`src/rtl/hazard_ctrl_if.sv`:
```
`default_nettype none
// ============================================================================
//  Module  : hazard_ctrl_if
//  Purpose : Decode-side inputs and hazard/forwarding controls exchanged
//            between the pipeline datapath (master) and hazard_ctrl (slave).
//  Rev     : 1.0  initial release
// ============================================================================
interface hazard_ctrl_if #(
  parameter int REG_AW = 4,
  parameter int CNT_W  = 16
);
  logic              dec_valid;
  logic [REG_AW-1:0] dec_ra1;
  logic [REG_AW-1:0] dec_ra2;
  logic              dec_use1;
  logic              dec_use2;
  logic [REG_AW-1:0] dec_wa;
  logic              dec_regwrite;
  logic              dec_load;
  logic              br_taken_e;

  logic              stall_f;
  logic              stall_d;
  logic              flush_d;
  logic              flush_e;
  logic [1:0]        fwd_a_e;
  logic [1:0]        fwd_b_e;
  logic [CNT_W-1:0]  stall_cnt;
  logic [CNT_W-1:0]  flush_cnt;

  modport master (
    output dec_valid, dec_ra1, dec_ra2, dec_use1, dec_use2,
           dec_wa, dec_regwrite, dec_load, br_taken_e,
    input  stall_f, stall_d, flush_d, flush_e, fwd_a_e, fwd_b_e,
           stall_cnt, flush_cnt
  );

  modport slave (
    input  dec_valid, dec_ra1, dec_ra2, dec_use1, dec_use2,
           dec_wa, dec_regwrite, dec_load, br_taken_e,
    output stall_f, stall_d, flush_d, flush_e, fwd_a_e, fwd_b_e,
           stall_cnt, flush_cnt
  );
endinterface
`default_nettype wire

```
`src/rtl/hazard_ctrl.sv`:
```
`default_nettype none
// ============================================================================
//  Module  : hazard_ctrl
//  Purpose : Hazard detection, stall/flush generation and E-stage operand
//            forwarding for a 5-stage F/D/E/M/W core, with saturating
//            stall/flush performance counters.
//  Rev     : 1.0  initial release
// ============================================================================
module hazard_ctrl #(
  parameter int REG_AW     = 4,
  parameter int PC_REG     = 15,
  parameter int ENABLE_FWD = 1,
  parameter int CNT_W      = 16
) (
  input  logic        clk,
  input  logic        rst,
  hazard_ctrl_if.slave hz
);

  localparam logic [REG_AW-1:0] PC_ADDR = REG_AW'(PC_REG);
  localparam logic [CNT_W-1:0]  CNT_MAX = '1;

  // Shadow of the E stage (sources kept for forwarding)
  logic              e_valid;
  logic [REG_AW-1:0] e_wa;
  logic              e_regwrite;
  logic              e_load;
  logic              e_pcwrite;
  logic [REG_AW-1:0] e_ra1;
  logic [REG_AW-1:0] e_ra2;
  logic              e_use1;
  logic              e_use2;

  // Shadow of the M stage
  logic              m_valid;
  logic [REG_AW-1:0] m_wa;
  logic              m_regwrite;
  logic              m_load;
  logic              m_pcwrite;

  // Shadow of the W stage; its load/PC-write flags are never consulted
  // (nothing is blocked or filtered once the writer has reached W)
  logic              w_valid;
  logic [REG_AW-1:0] w_wa;
  logic              w_regwrite;

  logic              load_stall;
  logic              pc_pend;
  logic              dec_pcwrite;
  logic              e_load_en;
  logic              stall_d;
  logic              flush_e;
  logic [1:0]        fwd_a;
  logic [1:0]        fwd_b;
  logic [CNT_W-1:0]  stall_cnt;
  logic [CNT_W-1:0]  flush_cnt;

  // A source depends on an in-flight writer; the PC alias is never a match
  function automatic logic src_match(
    input logic              use_bit,
    input logic [REG_AW-1:0] src,
    input logic              ent_valid,
    input logic              ent_regwrite,
    input logic [REG_AW-1:0] ent_wa
  );
    return use_bit && ent_valid && ent_regwrite &&
           (src == ent_wa) && (src != PC_ADDR);
  endfunction

  assign dec_pcwrite = hz.dec_regwrite && (hz.dec_wa == PC_ADDR);

  generate
    if (ENABLE_FWD != 0) begin : g_fwd
      // Only a load still in E cannot be forwarded in time
      always_comb begin
        load_stall = hz.dec_valid && e_load &&
                     (src_match(hz.dec_use1, hz.dec_ra1, e_valid, e_regwrite, e_wa) ||
                      src_match(hz.dec_use2, hz.dec_ra2, e_valid, e_regwrite, e_wa));
      end

      // Operand select for E: M ALU result wins over W, loads in M are skipped
      always_comb begin
        fwd_a = 2'b00;
        fwd_b = 2'b00;
        if (e_valid && !m_load && src_match(e_use1, e_ra1, m_valid, m_regwrite, m_wa))
          fwd_a = 2'b10;
        else if (e_valid && src_match(e_use1, e_ra1, w_valid, w_regwrite, w_wa))
          fwd_a = 2'b01;
        if (e_valid && !m_load && src_match(e_use2, e_ra2, m_valid, m_regwrite, m_wa))
          fwd_b = 2'b10;
        else if (e_valid && src_match(e_use2, e_ra2, w_valid, w_regwrite, w_wa))
          fwd_b = 2'b01;
      end
    end else begin : g_nofwd
      // No bypass and no register-file write-through: wait until W retires
      always_comb begin
        load_stall = hz.dec_valid &&
                     (src_match(hz.dec_use1, hz.dec_ra1, e_valid, e_regwrite, e_wa) ||
                      src_match(hz.dec_use2, hz.dec_ra2, e_valid, e_regwrite, e_wa) ||
                      src_match(hz.dec_use1, hz.dec_ra1, m_valid, m_regwrite, m_wa) ||
                      src_match(hz.dec_use2, hz.dec_ra2, m_valid, m_regwrite, m_wa) ||
                      src_match(hz.dec_use1, hz.dec_ra1, w_valid, w_regwrite, w_wa) ||
                      src_match(hz.dec_use2, hz.dec_ra2, w_valid, w_regwrite, w_wa));
      end

      // Selects are tied to the register file
      always_comb begin
        fwd_a = 2'b00;
        fwd_b = 2'b00;
      end
    end
  endgenerate

  // Fetch stays blocked while a PC writer is in D, E or M
  always_comb begin
    pc_pend = (hz.dec_valid && dec_pcwrite) ||
              (e_valid && e_pcwrite) ||
              (m_valid && m_pcwrite);
  end

  // Taken branch overrides any stall: the stalled instruction is wrong-path
  always_comb begin
    stall_d   = load_stall && !hz.br_taken_e;
    flush_e   = load_stall || hz.br_taken_e;
    e_load_en = hz.dec_valid && !(stall_d || flush_e);
  end

  assign hz.stall_f   = (load_stall || pc_pend) && !hz.br_taken_e;
  assign hz.stall_d   = stall_d;
  assign hz.flush_e   = flush_e;
  assign hz.flush_d   = (pc_pend && !stall_d) || hz.br_taken_e;
  assign hz.fwd_a_e   = fwd_a;
  assign hz.fwd_b_e   = fwd_b;
  assign hz.stall_cnt = stall_cnt;
  assign hz.flush_cnt = flush_cnt;

  // Shadow pipeline: D->E when the instruction is accepted, E->M->W always
  always_ff @(posedge clk or posedge rst) begin
    if (rst) begin
      e_valid    <= 1'b0;
      e_wa       <= '0;
      e_regwrite <= 1'b0;
      e_load     <= 1'b0;
      e_pcwrite  <= 1'b0;
      e_ra1      <= '0;
      e_ra2      <= '0;
      e_use1     <= 1'b0;
      e_use2     <= 1'b0;
      m_valid    <= 1'b0;
      m_wa       <= '0;
      m_regwrite <= 1'b0;
      m_load     <= 1'b0;
      m_pcwrite  <= 1'b0;
      w_valid    <= 1'b0;
      w_wa       <= '0;
      w_regwrite <= 1'b0;
    end else begin
      e_valid    <= e_load_en;
      e_wa       <= hz.dec_wa;
      e_regwrite <= hz.dec_regwrite;
      e_load     <= hz.dec_load;
      e_pcwrite  <= dec_pcwrite;
      e_ra1      <= hz.dec_ra1;
      e_ra2      <= hz.dec_ra2;
      e_use1     <= hz.dec_use1;
      e_use2     <= hz.dec_use2;
      m_valid    <= e_valid;
      m_wa       <= e_wa;
      m_regwrite <= e_regwrite;
      m_load     <= e_load;
      m_pcwrite  <= e_pcwrite;
      w_valid    <= m_valid;
      w_wa       <= m_wa;
      w_regwrite <= m_regwrite;
    end
  end

  // Saturating performance counters
  always_ff @(posedge clk or posedge rst) begin
    if (rst) begin
      stall_cnt <= '0;
      flush_cnt <= '0;
    end else begin
      if (stall_d && (stall_cnt != CNT_MAX))
        stall_cnt <= stall_cnt + 1'b1;
      if (hz.br_taken_e && (flush_cnt != CNT_MAX))
        flush_cnt <= flush_cnt + 1'b1;
    end
  end

endmodule
`default_nettype wire

```
`src/flat_wrapper.sv`:
```
// flat-port wrapper written by rule: the top's interface ports become plain ports
module hazard_ctrl_flat 
#(
  parameter int REG_AW     = 4,
  parameter int PC_REG     = 15,
  parameter int ENABLE_FWD = 1,
  parameter int CNT_W      = 16
)
  (clk, rst, hz_dec_valid, hz_dec_ra1, hz_dec_ra2, hz_dec_use1, hz_dec_use2, hz_dec_wa, hz_dec_regwrite, hz_dec_load, hz_br_taken_e, hz_stall_f, hz_stall_d, hz_flush_d, hz_flush_e, hz_fwd_a_e, hz_fwd_b_e, hz_stall_cnt, hz_flush_cnt);
  hazard_ctrl_if #(.REG_AW(REG_AW), .CNT_W(CNT_W)) hz_i ();
  input  logic clk;
  input  logic rst;
  input wire logic [$bits(hz_i.dec_valid)-1:0] hz_dec_valid;
  input wire logic [$bits(hz_i.dec_ra1)-1:0] hz_dec_ra1;
  input wire logic [$bits(hz_i.dec_ra2)-1:0] hz_dec_ra2;
  input wire logic [$bits(hz_i.dec_use1)-1:0] hz_dec_use1;
  input wire logic [$bits(hz_i.dec_use2)-1:0] hz_dec_use2;
  input wire logic [$bits(hz_i.dec_wa)-1:0] hz_dec_wa;
  input wire logic [$bits(hz_i.dec_regwrite)-1:0] hz_dec_regwrite;
  input wire logic [$bits(hz_i.dec_load)-1:0] hz_dec_load;
  input wire logic [$bits(hz_i.br_taken_e)-1:0] hz_br_taken_e;
  output wire logic [$bits(hz_i.stall_f)-1:0] hz_stall_f;
  output wire logic [$bits(hz_i.stall_d)-1:0] hz_stall_d;
  output wire logic [$bits(hz_i.flush_d)-1:0] hz_flush_d;
  output wire logic [$bits(hz_i.flush_e)-1:0] hz_flush_e;
  output wire logic [$bits(hz_i.fwd_a_e)-1:0] hz_fwd_a_e;
  output wire logic [$bits(hz_i.fwd_b_e)-1:0] hz_fwd_b_e;
  output wire logic [$bits(hz_i.stall_cnt)-1:0] hz_stall_cnt;
  output wire logic [$bits(hz_i.flush_cnt)-1:0] hz_flush_cnt;
  assign hz_i.dec_valid = hz_dec_valid;
  assign hz_i.dec_ra1 = hz_dec_ra1;
  assign hz_i.dec_ra2 = hz_dec_ra2;
  assign hz_i.dec_use1 = hz_dec_use1;
  assign hz_i.dec_use2 = hz_dec_use2;
  assign hz_i.dec_wa = hz_dec_wa;
  assign hz_i.dec_regwrite = hz_dec_regwrite;
  assign hz_i.dec_load = hz_dec_load;
  assign hz_i.br_taken_e = hz_br_taken_e;
  assign hz_stall_f = hz_i.stall_f;
  assign hz_stall_d = hz_i.stall_d;
  assign hz_flush_d = hz_i.flush_d;
  assign hz_flush_e = hz_i.flush_e;
  assign hz_fwd_a_e = hz_i.fwd_a_e;
  assign hz_fwd_b_e = hz_i.fwd_b_e;
  assign hz_stall_cnt = hz_i.stall_cnt;
  assign hz_flush_cnt = hz_i.flush_cnt;
  hazard_ctrl #(.REG_AW(REG_AW), .PC_REG(PC_REG), .ENABLE_FWD(ENABLE_FWD), .CNT_W(CNT_W)) u_core (.clk(clk), .rst(rst), .hz(hz_i));
endmodule
```
`config.mk`:
```
export PLATFORM = sky130hd
export DESIGN_NAME = hazard_ctrl_flat
export DESIGN_NICKNAME = d
export VERILOG_FILES = /design/src/rtl/hazard_ctrl_if.sv /design/src/rtl/hazard_ctrl.sv /design/src/flat_wrapper.sv
export SDC_FILE = /design/constraint.sdc
export NUM_CORES = 1
export LEC_CHECK = 0
export CAP_MARGIN = 20
export CORE_UTILIZATION = 45
export DETAILED_ROUTE_END_ITERATION = 10
export GPL_TIMING_DRIVEN = 0
export MAX_ROUTING_LAYER = met4
export PLACE_DENSITY = 0.72
export SLEW_MARGIN = 5
export SYNTH_ARGS = -nofsm -noshare
export SYNTH_HDL_FRONTEND = slang
export SYNTH_SLANG_ARGS = --single-unit
```
`constraint.sdc`:
```
create_clock -name clk -period 2.7 [get_ports clk]
set_input_delay 0.675 -clock clk [delete_from_list [all_inputs] [get_ports clk]]
set_output_delay 0.675 -clock clk [all_outputs]
set_load 0.02 [all_outputs]
```
; Yosys cells after proc, flatten, opt, wreduce, memory -nomap -nowiden
; Index checks and enable logic that the tools add are counted.
[classes]
eq_ne = 13
n_mux = 4
n_addsub = 2
reduce_logical = 52
[ops]
columns = operator, n
row1 = 1-bit logical AND, 41
row2 = 16-bit by 1-bit adder with 16-bit output (second input constant), 2
row3 = 16-bit inequality test (second input constant), 2
row4 = 4-bit == test, 6
row5 = 4-bit inequality test (second input constant), 4
row6 = 1-bit logical OR, 7
row7 = 4-bit == test (second input constant), 1
row8 = 1-bit zero test, 4
row9 = 2-bit 2-to-1 mux, 2
row10 = 1-bit 2-to-1 mux, 2
[word_totals]
in_bits = 20
register_bits = 64
out_inout_bits = 40
word_cells = 90

; Logic depth before layout (Yosys ltp)
; Gate-level depths: netlist of run 1.
[logic_depth]
ltp_word = 10
mapped_depth = 7
depth_no_buf = 7

; Worst setup path after synthesis of run 1
; No wires, ideal clock.
[synth_path]
path_type = input port to output port
startpoint = input hz_dec_ra2[0]
endpoint = output hz_stall_f
path_buffers = 0
t_arrival_ns = 2.034
path_slack_ns = -0.009
path_stages = 6
t_required_ns = 2.025
path_cell_list = xor2_1 > or4_4 > o22ai_1 > and2_1 > nand2_1 > a21oi_1
[synth_via]
elab_chain_cells = 7
[synth_rtl]
columns = item, line_no
row1 = start: declaration, flat_wrapper.sv:15  ; input wire logic [$bits(hz_i.dec_ra2)-1:0] hz_dec_ra2;
row2 = 4-bit == test, hazard_ctrl.sv:67  ; (src == ent_wa) && (src != PC_ADDR);
row3 = 1-bit logical AND, hazard_ctrl.sv:66  ; return use_bit && ent_valid && ent_regwrite &&
row4 = 1-bit logical AND (*), hazard_ctrl.sv:67
row5 = 1-bit logical OR (*), hazard_ctrl.sv:77  ; (src_match(hz.dec_use1, hz.dec_ra1, e_valid, e_regwrite, e_wa) ||
row6 = 1-bit logical AND (*), hazard_ctrl.sv:76  ; load_stall = hz.dec_valid && e_load &&
row7 = 1-bit logical OR (*), hazard_ctrl.sv:128  ; assign hz.stall_f = (load_stall || pc_pend) && !hz.br_taken_e;
row8 = 1-bit logical AND (*), hazard_ctrl.sv:128
row9 = end: declaration, flat_wrapper.sv:22  ; output wire logic [$bits(hz_i.stall_f)-1:0] hz_stall_f;
; Mark *: on every way between the ends. The rest lies on a longest branch, timed or not.

; Final worst setup path of run 1
[layout_path]
startpoint = input hz_dec_ra2[1]
endpoint = output hz_stall_f
; Same word-level chain as after synthesis.

==> impl_metrics.yaml, run 1 <==
global_route:
  grt_pass1_wl_um: 9120
  antenna_found_initial: 0
  grt_max_degree: 37
  grt_util_all_layers_pct: 19.5
  gr-total-overflow: 0
  grt_pass1_vias: 2001
yosys:
  postSynthAreaPerCell_sq_um: 12.0
  yosys-mux-area-fraction_pct: 1.23
  async_flop_share_pct: 100
  syn_inst: 228
  synth_nets: 250
  synth-simple-area-share_pct: 19.3
  ys_ff_latch: 64
  synth_compound_area_share_pct: 2.46
  ys_warn_count: 0
  synthFlopType: "dfrtp_1"
  synth_edf_count: 0
  yosysSeqAreaShare_pct: 58.4
  netlist_area_sq_mm: 0.00274
  ys_types: 33
  synth_top_family_by_area: "simple AND/OR/NAND/NOR gates"
  synth_fa_ha_area_share_pct: 0.912
  synth-xor-area-share_pct: 16.6
final_layout:
  antenna_cells_inserted: 0
  fin_nets: 326
  drive_above_1_share_pct: 17.5
  fillCellCount: 495
  finalNonFillerCells: 383
  fin_util_pct: 63.0
  area_growth_pct: 35.1
  design_area_sq_mm: 0.00371
setup_path:
  r2r.worst_path.cells: 10
  worstPathRequired_ns: 2.03
  startpoint: "hz_dec_ra2[1]"
  endpoint: "hz_stall_f"
  critPathArrivalTime_ns: 2.13
  regToRegStartpoint: "u_core.e_wa[0]$_DFF_PP0_"
  cp_max_fo: 2
  start_kind: "input pin"
  r2r_setup_slack_ns: 0.25
  crit_type: "input pin to output pin"
  cp-end-kind: "output pin"
  r2r-end: "u_core.hz.stall_cnt[14]$_DFFE_PP0P_"
clock_network:
  root_buffer: "clkbuf_8"
  cts_tree: "built"
  ctsHoldBuffers: 0
  clockBufferDepth: 2
  numCtsBuffers: 9
  clock_latency_ns: 0.32
  cts.sinks: 64
  clk_pin_slew_worst_paths_ns: 0.06
  htree_levels: 3
timing:
  max_freq_mhz: 357
  post-route-period-util_pct: 104
  hold_violations: 0
  rsz0062_at_grt: "yes"
  finalSetupViolations: 4
  slew_headroom_pct: 51.5
  tightest_slew_ns: 0.721
  setup_slack_ns: -0.105
  period_minus_slack_ns: 2.80
  finClkSkew_ns: 0.00775
  slew_viol_final: 0
detailed_routing:
  drt_wl_total_um: 5490
  viasPerCell: 5.16
  vias: 1977
  wire_per_inst_um: 14.3
  drtIter0Drc: 71
  dr.pass1.iters: 4
  antenna_left: 0
  drc: 0
min_path:
  whs_path_depth: 0
  min_from: "u_core.m_regwrite$_DFF_PP0_"
  hp-class: "register to register"
pwr:
  p_leak_uw: 0.00168
  total_power_uw: 2310
  vdd_drop_max_v: 0.000522
  powerDensity_mw_per_mm2: 622
die:
  core_area_sq_mm: 0.00589
  die_w_um: 80.1
  die-area_sq_mm: 0.00641
  io_pins: 60
  initial_core_util_pct: 46.6
  fp-row-count: 28
  fp.dieH_um: 80.1
run_status:
  violations: "setup timing"
  run_status: "finished with violations"
placed_design:
  io_buffer_count: 59
  gp_congestion: 0.790
  post_dp_cell_area_sq_mm: 0.00345
  dp.cells: 363
  hpwlAfterDp_um: 3980
run:
  maxCapViolations: 0
-- layout make-up --
type / count / area [sq um] / area share (%)
repair buffers: 66 / 634 / 17.1
clock inverters: 3 / 40.0 / 1.08
multi-input cells: 159 / 1150 / 31.1
inverters: 4 / 15.0 / 0.405
flip-flops and latches: 64 / 1600 / 43.3
well taps: 75 / 93.8 / 2.53
clock buffers: 12 / 165 / 4.46
-- layout by cell type, fill, tap and decap left out, drive strengths merged --
cell type,instances
dlygate4sd2,5
nor3b,1
mux2,3
dfrtp,64
nor3,8
bufinv,1
buf,18
o21a,1
inv,4
o22ai,1
nor4,6
xor2,26
nand4,13
and3,9
nor2,7
nand3,21
nor2b,1
a21oi,3
and4b,1
clkdlybuf4s50,43
or4,3
nand2b,1
and4,1
clkbuf,12
nand2,16
or2,1
ha,2
xnor2,26
clkinv,2
a222oi,1
a31oi,1
o2111ai,1
o21ai,2
and2,3
-- kinds of logic (layout without fill, tap and decap cells) --
logic type	count (synthesis)	in the layout
mux	3	3
flops	64	64
buf+inv	5	85
compound gates	10	10
simple gates	92	92
fa+ha+maj	2	2
xor+xnor	52	52
-- worst max-delay path, stage by stage --
cell and delay, ns:
clkdlybuf4s50_1 0.50, xnor2_1 0.15, nand2_2 0.12, o22ai_2 0.18, and2_4 0.17, nand2_2 0.06, a21oi_2 0.14, buf_6 0.14
-- stage by stage --
step	hold slack, ns	setup TNS [ns]	worst slack [ns]
2_1_floorplan	0.347	0	0.0824
3_3_place_gp	0.354	-44.48	-0.952
3_5_place_dp	0.356	-3.87	-0.960
4_1_cts	0.370	-0.267	-0.116
5_1_grt	0.380	-0.627	-0.184
6_report	0.367	-0.311	-0.105
-- worst min-delay path by stage --
stage               slack [ns]                          end
finish                    0.37  u_core.w_regwrite$_DFF_PP0_
global route              0.38  u_core.w_regwrite$_DFF_PP0_
detailed placement        0.36  u_core.w_regwrite$_DFF_PP0_
global placement          0.35  u_core.w_regwrite$_DFF_PP0_
CTS                       0.37  u_core.w_regwrite$_DFF_PP0_
floorplan                 0.35  u_core.w_regwrite$_DFF_PP0_
-- metal layers --
layer / GRT usage (%) / share of wire [%] / vias to the layer above / wire length (um)
met5: - / 0 / - / 0
met4: 7.50 / 0.93 / 0 / 51
met3: 5.11 / 4.7 / 4 / 258
met2: 31.0 / 49 / 48 / 2690
met1: 24.0 / 45 / 971 / 2490
li1: - / - / 954 / -
-- flip-flops by register name (all words and copies together) (netlist names) --
| register | flops |
|---|---|
| u_core.e_load | 1 |
| u_core.e_pcwrite | 1 |
| u_core.e_ra1 | 4 |
| u_core.e_ra2 | 4 |
| u_core.e_regwrite | 1 |
| u_core.e_use1 | 1 |
| u_core.e_use2 | 1 |
| u_core.e_valid | 1 |
| u_core.e_wa | 4 |
| u_core.hz.flush_cnt | 16 |
| u_core.hz.stall_cnt | 16 |
| u_core.m_load | 1 |
| u_core.m_pcwrite | 1 |
| u_core.m_regwrite | 1 |
| u_core.m_valid | 1 |
| u_core.m_wa | 4 |
| u_core.w_regwrite | 1 |
| u_core.w_valid | 1 |
| u_core.w_wa | 4 |
-- where the power goes --
part	internal [uW]	total [uW]	switching (uW)
Clock	494	819	325
Combinational	182	361	179
Sequential	1030	1120	90.3
-- Yosys cell counts (2+ instances only) --
| cell type | instances | share of area (%) |
|---|---|---|
| and2_1 | 3 | 0.68 |
| nor4_1 | 5 | 1.1 |
| nand4_1 | 13 | 3.0 |
| nor3_1 | 4 | 0.73 |
| xor2_1 | 26 | 8.3 |
| nor3_2 | 4 | 1.5 |
| dfrtp_1 | 64 | 58 |
| mux2_1 | 3 | 1.2 |
| nand2_1 | 16 | 2.2 |
| xnor2_1 | 26 | 8.3 |
| nand3_1 | 21 | 3.8 |
| inv_1 | 4 | 0.55 |
| or4_4 | 2 | 0.82 |
| and3_1 | 9 | 2.1 |
| nor2_1 | 7 | 0.96 |
| a21oi_1 | 3 | 0.55 |
| ha_1 | 2 | 0.91 |
-- repair_timing --
item / in CTS / in global routing
pin swaps: 8 / 5
setup endpoints to repair: 8 / 4
resized for setup: 65 / 4
buffers inserted: 4 / 2
No activity file was read; power rests on OpenSTA's default activity.
==> run 2, diff against run 1 <==
--- a/config.mk
+++ b/config.mk
@@ -6,11 +6,11 @@
 export NUM_CORES = 1
 export LEC_CHECK = 0
 export CAP_MARGIN = 20
-export CORE_UTILIZATION = 45
+export CORE_UTILIZATION = 50
 export DETAILED_ROUTE_END_ITERATION = 10
 export GPL_TIMING_DRIVEN = 0
 export MAX_ROUTING_LAYER = met4
-export PLACE_DENSITY = 0.72
+export PLACE_DENSITY = 0.79
 export SLEW_MARGIN = 5
 export SYNTH_ARGS = -nofsm -noshare
 export SYNTH_HDL_FRONTEND = slang
==> run 2 against run 1 <==
Effect of this change:
- the flow still finishes with violations (setup timing)
- critical path depth stayed put
- global-route usage is 3.1 points higher
- register-to-register slack worse by 0.08 ns
- die area is 9.8% lower
- final area is 1.6% higher
- largest cell class unchanged
==> impl_metrics.yaml, run 2 (synthesis gave the netlist of run 1 again) <==
placed_design:
  io_buffer_count: 59
  post_dp_cell_area_sq_mm: 0.00344
  hpwlAfterDp_um: 4000
  gp_congestion: 0.798
final_layout:
  area_growth_pct: 37.3
  layout_common_cells: "dfrtp_1, clkdlybuf4s50_1, xnor2_1, xor2_1, nand3_1"
  fillCellCount: 373
  reg_top3: "u_core.hz.flush_cnt x16, u_core.hz.stall_cnt x16"
  design_area_sq_mm: 0.00376
  mostFrequentLayoutCell: "dfrtp_1"
  antenna_cells_inserted: 0
  fin_util_pct: 72.3
  drive_above_1_share_pct: 18.4
  fin_nets: 332
run:
  maxCapViolations: 0
global_route:
  gr-total-overflow: 0
  grt_pass1_vias: 2055
  grt_pass1_wl_um: 9830
  grt_max_degree: 37
  antenna_found_initial: 0
  grt_util_all_layers_pct: 22.7
timing:
  period_minus_slack_ns: 2.85
  slew_headroom_pct: 53.6
  rsz0062_at_grt: "yes"
  finClkSkew_ns: 0.00186
  post-route-period-util_pct: 105
  hold_violations: 0
  slew_viol_final: 0
  tightest_slew_ns: 0.689
  setup_slack_ns: -0.148
  finalSetupTns_ns: -0.435
  max_freq_mhz: 351
  finalSetupViolations: 4
setup_path:
  slowest_delay_ns: 0.53
  worstPathRequired_ns: 2.03
  cp_top_family: "simple AND/OR/NAND/NOR gates"
  critPathBufInv: 3
  cp_slowest_cell: "or4_4"
  path_cells: "buf_2 -> xor2_1 -> or4_4 -> buf_6 -> nor3_4 -> or2_4 -> a21oi_2 -> buf_4"
  critPathArrivalTime_ns: 2.17
  cp-end-kind: "output pin"
  crit_type: "input pin to output pin"
  cp_max_fo: 2
  start_kind: "input pin"
clock_network:
  root_buffer: "clkbuf_8"
  clockBufferDepth: 2
  cts_tree: "built"
  ctsHoldBuffers: 0
  cts.sinks: 64
  clk_pin_slew_worst_paths_ns: 0.06
  clock_latency_ns: 0.33
  htree_levels: 3
  numCtsBuffers: 9
detailed_routing:
  vias: 2019
  dr.pass1.iters: 4
  drt_wl_total_um: 5810
  drtIter0Drc: 124
  antenna_left: 0
  wire_per_inst_um: 15.1
  drc: 0
  viasPerCell: 5.24
die:
  initial_core_util_pct: 52.7
  io_pins: 60
  core_area_sq_mm: 0.00520
  die_w_um: 76.1
  fp.dieH_um: 76.1
  fp-row-count: 26
  die-area_sq_mm: 0.00579
run_status:
  violations: "setup timing"
  run_status: "finished with violations"
pwr:
  vdd_drop_max_v: 0.000605
  powerDensity_mw_per_mm2: 598
  total_power_uw: 2250
  p_leak_uw: 0.00172
min_path:
  hp-class: "register to register"
==> run 2: changes by cell type in the layout (fill, tap and decap cells not counted), sizes merged <==
| cell | change |
|---|---|
| buf | +4 |
| dlymetal6s2s | +1 |
| clkbuf | +1 |
| clkdlybuf4s50 | -2 |
| clkdlybuf4s15 | +2 |
| clkinv | +1 |
==> run 2: routing by layer <==
metal	global-route usage [%]	routed length, um	vias up
met3	4.31	201	13
met5	-	0	-
met1	27.4	2540	989
met4	11.2	142	0
li1	-	-	965
met2	36.7	2920	52
==> run 2: final timing paths <==
path                            depth (start not counted)                             endpoint                   startpoint  slack [ns]
worst min-delay path                                    0          u_core.w_regwrite$_DFF_PP0_  u_core.m_regwrite$_DFF_PP0_        0.38
worst max-delay path                                    8                           hz_flush_d                hz_dec_ra2[2]       -0.15
worst min register to register                          0          u_core.w_regwrite$_DFF_PP0_  u_core.m_regwrite$_DFF_PP0_        0.38
worst max register to register                         11  u_core.hz.stall_cnt[14]$_DFFE_PP0P_     u_core.e_wa[3]$_DFF_PP0_        0.17
min in group asynchronous                               2   u_core.hz.flush_cnt[1]$_DFFE_PP0P_                          rst        0.74
max in group asynchronous                               3             u_core.e_valid$_DFF_PP0_                          rst        1.35
==> run 2: timing repair <==
item                                    CTS  global route
endpoints found under the setup margin    8             4
pin swaps                                 8             9
resized for setup                        65            13
cloned                                    0             0
hold endpoints to repair                  0             0
buffers inserted                          9             3
==> run 2: power by group <==
part / internal [uW] / total, uW / switching, uW
sequential: 1030 / 1130 / 90.9
combinational: 186 / 366 / 181
clock: 422 / 758 / 336
==> run 2: through the flow <==
stage	hold slack (ns)	worst slack (ns)	cells
3_3_place_gp	0.352	-0.947	357
6_report	0.378	-0.148	385
3_5_place_dp	0.364	-0.968	358
4_1_cts	0.378	-0.156	382
2_1_floorplan	0.347	0.0824	228
5_1_grt	0.396	-0.193	385
==> run 2: worst reg2reg max path: stages (launching register included) <==
cell	delay, ns
dfrtp_2	0.44
xor2_2	0.16
or4_4	0.50
buf_6	0.14
nor3_4	0.18
or2_4	0.18
buf_12	0.10
buf_4	0.11
buf_4	0.11
buf_4	0.10
nand4_1	0.08
mux2_1	0.32
==> run 2: final cells by class <==
class                           instances  area, sq um  share of cell area [%]
Inverter                                4         15.0                   0.399
Tap cell                               70         87.6                    2.33
Clock inverter                          4         45.0                    1.20
Timing Repair Buffer                   72          708                    18.8
Clock buffer                           12          135                    3.59
Multi-Input combinational cell        159         1170                    31.1
Sequential cell                        64         1600                    42.6
